--- config.mk ---
export PLATFORM = sky130hd
export DESIGN_NAME = frame_config_loader
export DESIGN_NICKNAME = d
export VERILOG_FILES = /design/src/rtl/cfg_loader_pkg.sv /design/src/rtl/cfg_onehot_decoder.sv /design/src/rtl/frame_config_loader.sv
export SDC_FILE = /design/constraint.sdc
export NUM_CORES = 1
export LEC_CHECK = 0
export ABC_AREA = 1
export BUFFER_PORTS_ARGS = -buffer_cell sky130_fd_sc_hd__buf_2
export CAP_MARGIN = 15
export CORE_MARGIN = 2
export CORE_UTILIZATION = 35
export CTS_BUF_LIST = sky130_fd_sc_hd__clkbuf_8
export CTS_CLUSTER_DIAMETER = 30
export DETAILED_ROUTE_END_ITERATION = 6
export PLACE_DENSITY = 0.54
export SLEW_MARGIN = 20
export SYNTH_ARGS = -nofsm -noshare
export SYNTH_HDL_FRONTEND = slang
export SYNTH_SLANG_ARGS = --single-unit
--- constraint.sdc ---
create_clock -name CLK -period 5.6 [get_ports CLK]
set_clock_uncertainty 0.15 [all_clocks]
set_input_delay 0.56 -clock CLK [delete_from_list [all_inputs] [get_ports CLK]]
set_output_delay 0.56 -clock CLK [all_outputs]
set_load 0.02 [all_outputs]
--- src/rtl/cfg_loader_pkg.sv ---
// Shared types and constants for the frame configuration loader.
// Command word layout: {col, start, count}.
package cfg_loader_pkg;

  typedef enum logic [2:0] {
    ST_HUNT,
    ST_CMD,
    ST_LOAD,
    ST_STROBE,
    ST_HOLD,
    ST_CHECK
  } state_t;

  localparam logic [31:0] SYNC_WORD = 32'hFAB0_FAB1;
  localparam logic [7:0]  END_COL   = 8'hFF;

  localparam int CMD_COL_LSB   = 24;
  localparam int CMD_COL_W     = 8;
  localparam int CMD_START_LSB = 16;
  localparam int CMD_START_W   = 8;
  localparam int CMD_CNT_LSB   = 0;
  localparam int CMD_CNT_W     = 16;

endpackage

--- src/rtl/cfg_onehot_decoder.sv ---
// Index to one-hot decoder with enable.
// Out-of-range indices decode to all zeros.
module cfg_onehot_decoder #(
  parameter int N = 16,
  parameter int W = (N > 1) ? $clog2(N) : 1
) (
  input  logic [W-1:0] i_idx,
  input  logic         i_en,
  output logic [N-1:0] o_onehot
);

  // one bit per output, set only when enabled and selected
  always_comb begin
    o_onehot = '0;
    for (int i = 0; i < N; i++) begin
      o_onehot[i] = i_en && (i_idx == W'(i));
    end
  end

endmodule

--- src/rtl/frame_config_loader.sv ---
// Bitstream word stream to fabric frame latch driver.
// Optional check word per command: define CFG_LOADER_CRC_EN.
module frame_config_loader
  import cfg_loader_pkg::*;
#(
  parameter int WORD_W     = 32,
  parameter int NUM_COLS   = 16,
  parameter int MAX_FRAMES = 20
) (
  input  logic                  CLK,
  input  logic                  resetn,
  input  logic [31:0]           s_data,
  input  logic                  s_valid,
  output logic                  s_ready,
  output logic [WORD_W-1:0]     FrameData,
  output logic [NUM_COLS-1:0]   ColSelect,
  output logic [MAX_FRAMES-1:0] FrameStrobe,
  output logic                  cfg_done,
  output logic                  cfg_error
);

  localparam int COL_W = (NUM_COLS > 1) ? $clog2(NUM_COLS) : 1;
  localparam int FR_W  = (MAX_FRAMES > 1) ? $clog2(MAX_FRAMES) : 1;
  localparam logic [7:0]  NCOLS_B = 8'(NUM_COLS);
  localparam logic [16:0] NFR_B   = 17'(MAX_FRAMES);

  state_t r_state;
  state_t w_next;

  logic [COL_W-1:0]     r_col;
  logic [FR_W-1:0]      r_frame;
  logic [CMD_CNT_W-1:0] r_left;
  logic [WORD_W-1:0]    r_data;
  logic                 r_done;
  logic                 r_err;

  logic                   w_accept;
  logic                   w_sync;
  logic                   w_end;
  logic                   w_noop;
  logic                   w_bad;
  logic                   w_last;
  logic                   w_col_en;
  logic                   w_strb_en;
  logic [CMD_COL_W-1:0]   w_col;
  logic [CMD_START_W-1:0] w_start;
  logic [CMD_CNT_W-1:0]   w_cnt;
  logic [16:0]            w_span;

  assign w_accept = s_valid & s_ready;
  assign w_sync   = (s_data == SYNC_WORD);
  assign w_col    = s_data[CMD_COL_LSB +: CMD_COL_W];
  assign w_start  = s_data[CMD_START_LSB +: CMD_START_W];
  assign w_cnt    = s_data[CMD_CNT_LSB +: CMD_CNT_W];
  assign w_span   = 17'(w_start) + 17'(w_cnt);
  assign w_end    = (w_col == END_COL);
  assign w_noop   = (w_cnt == '0);
  assign w_bad    = (w_col >= NCOLS_B) || (w_span > NFR_B);
  assign w_last   = (r_left == CMD_CNT_W'(1));

`ifdef CFG_LOADER_CRC_EN
  logic [31:0] r_crc;
  logic        w_crc_ok;

  assign w_crc_ok = (s_data == r_crc);

  // running XOR of the data words of the current command
  always_ff @(posedge CLK) begin
    if (!resetn) begin
      r_crc <= '0;
    end else if (r_state == ST_CMD && w_accept) begin
      r_crc <= '0;
    end else if (r_state == ST_LOAD && w_accept) begin
      r_crc <= r_crc ^ s_data;
    end
  end
`endif

  // state register
  always_ff @(posedge CLK) begin
    if (!resetn) r_state <= ST_HUNT;
    else         r_state <= w_next;
  end

  // next-state decode
  always_comb begin
    w_next = r_state;
    unique case (r_state)
      ST_HUNT: begin
        if (w_accept && w_sync) w_next = ST_CMD;
      end
      ST_CMD: begin
        if (w_accept) begin
          if (w_end)       w_next = ST_HUNT;
          else if (w_noop) w_next = ST_CMD;
          else if (w_bad)  w_next = ST_HUNT;
          else             w_next = ST_LOAD;
        end
      end
      ST_LOAD: begin
        if (w_accept) w_next = ST_STROBE;
      end
      ST_STROBE: w_next = ST_HOLD;
      ST_HOLD: begin
        if (w_last) begin
`ifdef CFG_LOADER_CRC_EN
          w_next = ST_CHECK;
`else
          w_next = ST_CMD;
`endif
        end else begin
          w_next = ST_LOAD;
        end
      end
`ifdef CFG_LOADER_CRC_EN
      ST_CHECK: begin
        if (w_accept) w_next = w_crc_ok ? ST_CMD : ST_HUNT;
      end
`endif
      default: w_next = ST_HUNT;
    endcase
  end

  // handshake and latch-enable decode from state
  always_comb begin
    s_ready   = 1'b0;
    w_col_en  = 1'b0;
    w_strb_en = 1'b0;
    unique case (r_state)
      ST_HUNT:   s_ready = 1'b1;
      ST_CMD:    s_ready = 1'b1;
      ST_LOAD: begin
        s_ready  = 1'b1;
        w_col_en = 1'b1;
      end
      ST_STROBE: begin
        w_col_en  = 1'b1;
        w_strb_en = 1'b1;
      end
      ST_HOLD:   w_col_en = 1'b1;
      ST_CHECK:  s_ready = 1'b1;
      default:   s_ready = 1'b0;
    endcase
  end

  // command fields, frame counters, data and status flags
  always_ff @(posedge CLK) begin
    if (!resetn) begin
      r_col   <= '0;
      r_frame <= '0;
      r_left  <= '0;
      r_data  <= '0;
      r_done  <= 1'b0;
      r_err   <= 1'b0;
    end else begin
      r_done <= 1'b0;
      unique case (r_state)
        ST_HUNT: begin
          if (w_accept && w_sync) r_err <= 1'b0;
        end
        ST_CMD: begin
          if (w_accept) begin
            if (w_end) begin
              r_done <= 1'b1;
            end else if (!w_noop) begin
              if (w_bad) begin
                r_err <= 1'b1;
              end else begin
                r_col   <= w_col[COL_W-1:0];
                r_frame <= w_start[FR_W-1:0];
                r_left  <= w_cnt;
              end
            end
          end
        end
        ST_LOAD: begin
          if (w_accept) r_data <= s_data[WORD_W-1:0];
        end
        ST_HOLD: begin
          r_frame <= r_frame + FR_W'(1);
          r_left  <= r_left - CMD_CNT_W'(1);
        end
        ST_CHECK: begin
`ifdef CFG_LOADER_CRC_EN
          if (w_accept && !w_crc_ok) r_err <= 1'b1;
`endif
        end
        default: r_done <= 1'b0;
      endcase
    end
  end

  assign FrameData = r_data;
  assign cfg_done  = r_done;
  assign cfg_error = r_err;

  cfg_onehot_decoder #(.N(NUM_COLS)) u_col_dec (
    .i_idx    (r_col),
    .i_en     (w_col_en),
    .o_onehot (ColSelect)
  );

  cfg_onehot_decoder #(.N(MAX_FRAMES)) u_strb_dec (
    .i_idx    (r_frame),
    .i_en     (w_strb_en),
    .o_onehot (FrameStrobe)
  );

endmodule

==> results of run 1 <==
## tightest hold or removal path: stages
cell and delay (ns):
buf_2 0.10, nor2_1 0.04, nor2_1 0.08
## sequential cells by signal, summed over array words and instances, names as in the netlist
signal and count:
FrameData 32, r_left 16, r_frame 5, r_col 4
r_state 3, cfg_done 1, cfg_error 1
## per-layer routing
metal | vias to the layer above | global-route usage
li1 | 2488 | -
met1 | 2196 | 0.277
met2 | 141 | 0.349
met3 | 27 | 0.0476
met4 | 0 | 0.0988
met5 | - | 0
## cell usage in the layout, fill, tap and decap left out, types with 2 or more instances in the layout
cell,instances
o21ai_0,49
buf_2,105
nand3b_1,7
a21oi_2,3
inv_1,87
nand2_4,2
nor4_1,6
or2_2,4
nand3_2,4
nand2_1,144
nor2_1,135
inv_2,5
nand3_1,49
buf_4,2
clkbuf_8,9
nor2_2,6
a21oi_1,64
inv_6,3
ha_1,15
dfxtp_1,62
clkinv_4,2
nand2_2,5
nor3_1,5
nand4_1,19
xor2_1,3
## worst max path at each step
stage	startpoint	endpoint	cells after the start
after floorplan	s_data[0]	r_left[5]	14
after global placement	s_data[0]	r_frame[4]	17
after detailed placement	s_data[0]	r_left[1]	17
after CTS	s_data[0]	r_left[11]	18
after global routing	s_data[0]	r_left[11]	17
final	s_data[0]	r_left[11]	18
## power groups by stage
stage	Clock [mW]	Combinational, mW	Sequential, mW
2_1_floorplan	0	0.272	0.584
3_3_place_gp	0	0.461	0.536
3_5_place_dp	0	0.465	0.536
4_1_cts	0.393	0.468	0.526
5_1_grt	0.406	0.536	0.533
6_report	0.379	0.477	0.527
## kinds of logic (layout without fill, tap and decap cells)
logic type | Yosys count | count (layout) | share of synthesized area
AOI/OAI and AO/OA | 121 | 121 | 0.145
xor gates and xnor gates | 4 | 4 | 0.00805
adders and majority gates | 16 | 16 | 0.0477
buffers and inverters | 114 | 216 | 0.108
DFF | 62 | 62 | 0.285
and+or+nand+nor | 392 | 392 | 0.406
## layout make-up
class                   count  area, µm²
clock buffers               9        124
clock inverters             7       56.3
fillers                  1316       6870
inverters                  92        345
multi-input cells         533       2650
flip-flops and latches     62       1240
well taps                 168        210
repair buffers            108        568
==> flow_summary.ini, run 1 <==
[grt]
grt_antenna_before_repair = 0
grt_pass1_vias = 4536
gr-total-overflow = 0
grt_pass1_wl_mm = 22.4
grt_max_degree = 60
globalRouteTotalUtil = 0.216

[timing]
setup-tns-final_ns = 0
post-route-min-period_ns = 2.76
setup_viol = 0
slew_headroom = 0.532
clock.fmax_mhz = 363
report.final.slew_viol_count = 0
finalHoldViolations = 0
worstMarginPinSlew_ns = 0.701
rsz0062_at_grt = no
layout_setup_ws_ns = 2.84
period_share = 0.492
holdWs_ns = 0.306

[floorplan]
row_count = 40
initial_core_util = 0.361
die_x_um = 116
pin_count = 106
design.die.area_um2 = 13300
fp.coreArea_um2 = 12100
die_y_um = 116

[worst_hold_path]
hp-class = in -> reg
min_path_cells = 3
min-delay-start = s_data[24]
whs_endpoint = r_col[0]

[job]
maxCapViolCount = 0

[synth]
async_reset_ff_frac = 0
synth_edf_count = 0
yosysWarnings = 0
synth_top_cell_area_share = 0.285
synth-seq-area-share = 0.285
yosysTopAreaCell = dfxtp_1
synth.avg_cell_area_um2 = 6.14
synth_top_cells_by_count = nand2_1 (144), nor2_1 (136), inv_1 (87)
ys_seq_elements = 62
synth_area_leaders = dfxtp_1 (29%), nand2_1 (12%), nor2_1 (12%)
synth.most_common_cell = nand2_1
synthFlopType = dfxtp_1
yosysUniqueCellTypes = 36
syn_area_um2 = 4350
synth.net_count = 760
syn_inst = 709

[worst_setup_path]
worstPathMaxFanout = 33
cp_top_family = simple AND/OR/NAND/NOR gates
cp.arrival_ns = 2.91
critPathRequiredTime_ns = 5.75
reg2reg_to = r_frame[3]
crit_buf_inv = 1
reg2reg_slack_ns = 3.05
end_kind = flop
reg2reg_depth = 9
cpPeakStageDelay_ns = 0.41
critPathLaunchType = input port
regToRegStartpoint = r_state[0]
path_class = in -> reg
crit_path_frequent_cell = nand2_1
cp_slowest_cell = fa_1
cp_cell_sequence = buf_2, ha_1, fa_1, nand3_1, nand2_1, nand2_1, nand2_1, nand2_1, nor2_1, a21oi_2, nand2_4, nor2_8, nand3_4, nand2_8, nand2_4, nand2_1, nand2_1, nor2_1

[place]
dpl.cell_count = 962
portBuffers = 105
place_area_um2 = 4990
gp_congestion = 0.881
place_hpwl_mm = 10.7
place_ws_ns = 2.51

[drt]
dr.first_iter.drc_count = 286
final_antenna_net_count = 0
routed_wl_mm = 14.0
highest_layer = met4
vias = 4852
via_per_inst = 4.96
drc = 0
wire_per_inst_um = 14.4
wl_met2_mm = 6.35
routed-wl-met3_um = 725
drt-met1-wl_mm = 6.59
dr.pass1.iters = 5

[power]
power_density_nw_per_um2 = 266
p_comb_frac = 0.345
p_leak_nw = 2.68
power_mw = 1.38
power_frac_seq = 0.381
internal_power_mw = 0.809
pwr-share-clk = 0.274
p_switching_mw = 0.574
vdd_drop_max_mv = 0.163
switching_share = 0.415

[cells_and_area]
antenna_cells = 0
finish.utilization = 0.431
final_cells = 979
final_cell_area_um2 = 5190
drive_above_1_share = 0.197
syn_to_final_growth_pct = 19.4
final_nets = 857

[clocking]
clk_latency_ns = 0.37
cts_buffer_depth = 2
cts_hold_buf = 0
htree_levels = 3
clk_pin_slew_ns = 0.08
clock_sink_count = 62
root_buffer = clkbuf_8
cts_tree = done
ctsResizeCount = 0
post_cts_buffers = 0
cts_made_buffers = 9

[status]
status = finished, final reports clean
Note: power is estimated with default switching activity, not from simulation.
==> run 2, diff against run 1 <==
- ABC_AREA: 1 -> 0
- PLACE_DENSITY: 0.54 -> 0.58
- clock period: 5.6 -> 2.5 ns (I/O delays scaled with it)
==> flow_summary.ini, run 2 <==
[timing]
slew_headroom = 0.622
report.final.slew_viol_count = 0
period_share = 1.07
post-route-min-period_ns = 2.67
finalHoldViolations = 0
holdWs_ns = 0.0172
layout_setup_ws_ns = -0.172
worstMarginPinSlew_ns = 0.566
rsz0062_at_grt = yes
clock.fmax_mhz = 374
setup_viol = 26

[grt]
grt_pass1_wl_mm = 20.5
grt_antenna_before_repair = 0
globalRouteTotalUtil = 0.227
grt_pass1_vias = 4146
gr-total-overflow = 0
grt_max_degree = 34

[synth]
synth.net_count = 557
synth.avg_cell_area_um2 = 7.38
synth.most_common_cell = nand2_1
yosysUniqueCellTypes = 60
synth_top_cell_area_share = 0.332
ys_seq_elements = 62
synth_top_cells_by_count = nand2_1 (107), dfxtp_1 (62), a21oi_1 (54)
yosysTopAreaCell = dfxtp_1
async_reset_ff_frac = 0
synth_area_leaders = dfxtp_1 (33%), nand2_1 (11%), a21oi_1 (7.2%)
synthFlopType = dfxtp_1
synth_edf_count = 0
syn_inst = 506
yosysWarnings = 0
syn_area_um2 = 3730
synth-seq-area-share = 0.332

[worst_setup_path]
reg2reg_to = r_frame[4]
reg2reg_slack_ns = 0
critPathRequiredTime_ns = 2.63
cp.arrival_ns = 2.80
end_kind = flop
reg2reg_depth = 9
regToRegStartpoint = r_state[1]
critPathLaunchType = input port
worstPathMaxFanout = 4
crit_path_start = s_data[0]
cp-endpoint = r_frame[4]
path_class = in -> reg

[clocking]
cts_made_buffers = 9
htree_levels = 3
clock_sink_count = 62
cts_buffer_depth = 2
clk_latency_ns = 0.35
root_buffer = clkbuf_8
cts_tree = done
clk_pin_slew_ns = 0.07

[power]
power_mw = 2.25
vdd_drop_max_mv = 0.243
p_leak_nw = 2.29
power_density_nw_per_um2 = 430

[status]
violations = negative setup slack
status = finished with violations

[place]
portBuffers = 105
place_area_um2 = 4890
place_hpwl_mm = 9.79
dpl.cell_count = 792
gp_congestion = 0.934

[cells_and_area]
antenna_cells = 0
syn_to_final_growth_pct = 40.5
largest_reg_flops = 32
drive_above_1_share = 0.341
final_cell_mix = nand2_1 (107), buf_2 (103), buf_4 (72)
final_cells = 813
final_common_cell = nand2_1
final_nets = 724
final_cell_area_um2 = 5250

[floorplan]
die_x_um = 107
row_count = 37
pin_count = 106
design.die.area_um2 = 11500
die_y_um = 107
fp.coreArea_um2 = 10300
initial_core_util = 0.362

[drt]
via_per_inst = 5.45
final_antenna_net_count = 0
dr.first_iter.drc_count = 217
routed_wl_mm = 12.9
vias = 4434
wire_per_inst_um = 15.9
drc = 0
dr.pass1.iters = 6

[job]
maxCapViolCount = 0

[worst_hold_path]
hp-class = in -> reg
[run 2: per-stage QoR]
step,setup slack [ns],TNS (ns),utilization
2_1_floorplan,-0.315,-5.27,-
3_3_place_gp,-0.455,-10.71,0.474
3_5_place_dp,-0.527,-12.34,0.474
4_1_cts,-0.105,-1.11,0.499
5_1_grt,-0.252,-4.19,0.508
6_report,-0.172,-2.14,0.508
[run 2: area by class of cell]
class / count / area (µm²)
clock buffers: 10 / 138
well taps: 136 / 170
clock inverters: 5 / 50.0
multi-input cells: 405 / 2460
flip-flops and latches: 62 / 1240
inverters: 12 / 45.0
fillers: 1019 / 5080
repair buffers: 183 / 1150
[run 2: metal layers]
layer  share of wire  vias up  global-route usage
met5               0        -                   0
met4           0.030        0               0.104
met3           0.047       31              0.0387
met2            0.48      148               0.369
met1            0.44     2101               0.293
li1                -     2154                   -
[run 2: worst min path at each step]
| stage | start | endpoint | slack [ns] | cells past startpoint |
|---|---|---|---|---|
| final | s_data[29] | FrameData[29] | 0.02 | 3 |
| after global routing | s_data[29] | FrameData[29] | 0.003 | 3 |
| after CTS | s_data[29] | FrameData[29] | 0.00003 | 3 |
| after detailed placement | FrameData[25] | FrameData[25] | 0.30 | 2 |
| after global placement | FrameData[20] | FrameData[20] | 0.29 | 2 |
| after floorplan | s_data[0] | FrameData[0] | 0.24 | 2 |
[run 2: kinds of logic (layout without fill, tap and decap cells)]
family	after synthesis	in the layout	synth area share
compound gates	129	129	0.229
xor+xnor	4	4	0.00939
fa+ha+maj	16	16	0.0556
buf+inv	39	210	0.0429
flops	62	62	0.332
mux	6	6	0.0161
simple gates	250	250	0.315
[run 2: report_power, final]
group	total, mW	leakage (nW)	switching (mW)	internal (mW)
Sequential	0.991	0.499	0.00106	0.990
Clock	0.872	0.102	0.397	0.475
Combinational	0.392	1.69	0.209	0.184
[run 2: worst max-delay path, cell delays in order]
cell and delay [ns]:
buf_8 0.10, ha_4 0.15, fa_2 0.37, a211oi_4 0.27, o211ai_2 0.14, a211o_1 0.29, a22oi_1 0.18, nand4_1 0.17
o31a_1 0.38, buf_6 0.15, a211o_1 0.23, a21oi_1 0.12
[run 2: timing repair]
item                                   CTS  global route
endpoints found under the hold margin    3             0
hold buffers                             3             0
buffers inserted                         0             3
gates resized for setup                 11            18
pin swaps                                9            18
setup endpoints to repair               26            31
==> run 3, diff against run 2 <==
- PLACE_DENSITY: 0.58 -> 0.55
- clock period: 2.5 -> 3.25 ns (I/O delays scaled with it)
==> flow_summary.ini, run 3 (same netlist as run 2, synthesis figures left out) <==
[status]
status = finished, final reports clean

[worst_setup_path]
end_kind = flop
worstPathMaxFanout = 8
critPathRequiredTime_ns = 3.38
critPathLaunchType = input port
path_class = in -> reg
cp.arrival_ns = 3.18

[timing]
worstMarginPinSlew_ns = 0.631
post-route-min-period_ns = 3.05
layout_setup_ws_ns = 0.203
slew_headroom = 0.579
finalHoldViolations = 0
report.final.slew_viol_count = 0
setup-tns-final_ns = 0
period_share = 0.938
setup_viol = 0
rsz0062_at_grt = no
holdWs_ns = 0.0846
clock.fmax_mhz = 328

[floorplan]
design.die.area_um2 = 11500
die_x_um = 107
die_y_um = 107
pin_count = 106
row_count = 37
initial_core_util = 0.362
fp.coreArea_um2 = 10300

[grt]
globalRouteTotalUtil = 0.216
grt_pass1_wl_mm = 19.5
grt_antenna_before_repair = 0
grt_pass1_vias = 3802
grt_max_degree = 33
gr-total-overflow = 0

[clocking]
root_buffer = clkbuf_8
clock_sink_count = 62
cts_tree = done
ctsResizeCount = 0
htree_levels = 3
cts_hold_buf = 0
cts_made_buffers = 9
post_cts_buffers = 0
cts_buffer_depth = 2
clk_latency_ns = 0.34
clk_pin_slew_ns = 0.07

[cells_and_area]
final_cell_mix = nand2_1 (107), buf_2 (105), dfxtp_1 (62)
fill_cells = 1090
syn_to_final_growth_pct = 27.2
drive_above_1_share = 0.262
antenna_cells = 0
final_common_cell = nand2_1
final_nets = 676
largest_reg_flops = 32
finish.utilization = 0.460

[place]
place_ws_ns = -0.259
portBuffers = 105
place_hpwl_mm = 9.67
gp_congestion = 0.973

[drt]
dr.first_iter.drc_count = 265
wire_per_inst_um = 16.2
dr.pass1.iters = 5
routed_wl_mm = 12.4
vias = 4209
via_per_inst = 5.49
drc = 0
final_antenna_net_count = 0

[power]
power_density_nw_per_um2 = 357
power_mw = 1.70
vdd_drop_max_mv = 0.151
p_leak_nw = 2.02

[worst_hold_path]
hp-class = in -> reg

[job]
maxCapViolCount = 0
run 3: cell types whose count changed in the layout (fill, tap and decap cells not counted), moves of 3 or more:
cell,before,now
ha_1,12,15
a21oi_1,51,54
o21ai_2,5,0
o21ai_0,11,14
a21oi_2,4,1
dlygate4sd3_1,3,0
buf_4,72,30
buf_6,4,0
run 3: worst max-delay path, cell delays in order:
cell	delay, ns
buf_2	0.12
ha_1	0.22
fa_1	0.44
a211oi_4	0.34
o211ai_2	0.18
a211o_1	0.30
a22oi_1	0.19
nand4_1	0.16
o31a_1	0.43
or2_4	0.32
o21ai_1	0.14
run 3: worst paths after layout:
kind / startpoint / endpoint / slack (ns) / cells past startpoint
min: s_data[29] / FrameData[29] / 0.08 / 3
min reg2reg: FrameData[8] / FrameData[8] / 0.30 / 2
max: s_data[0] / r_left[13] / 0.20 / 11
max reg2reg: r_state[2] / r_left[13] / 0.59 / 8
run 3: cell type report:
type	count	area, µm²	area share
Clock buffer	9	124	0.0261
Clock inverter	7	73.8	0.0155
Inverter	12	45.0	0.00948
Multi-Input combinational cell	405	2340	0.494
Sequential cell	62	1240	0.261
Tap cell	136	170	0.0358
Timing Repair Buffer	135	751	0.158
run 3: power breakdown:
group          internal [mW]  switching [mW]
sequential             0.761        0.000716
clock                  0.356           0.336
combinational         0.0966           0.146
total                   1.21           0.483
run 3: through the flow:
stage               cell area [µm²]  cells
global placement               4540    750
finish                         4750    766
global route                   4750    766
detailed placement             4540    750
floorplan                      3730    506
CTS                            4740    766
run 3: layer usage:
layer  global-route usage  vias up  share of wire
li1                     -     2048              -
met1                0.290     1984           0.45
met2                0.354      165           0.47
met3               0.0393       12          0.064
met4               0.0640        0          0.011
met5                    0        -              0
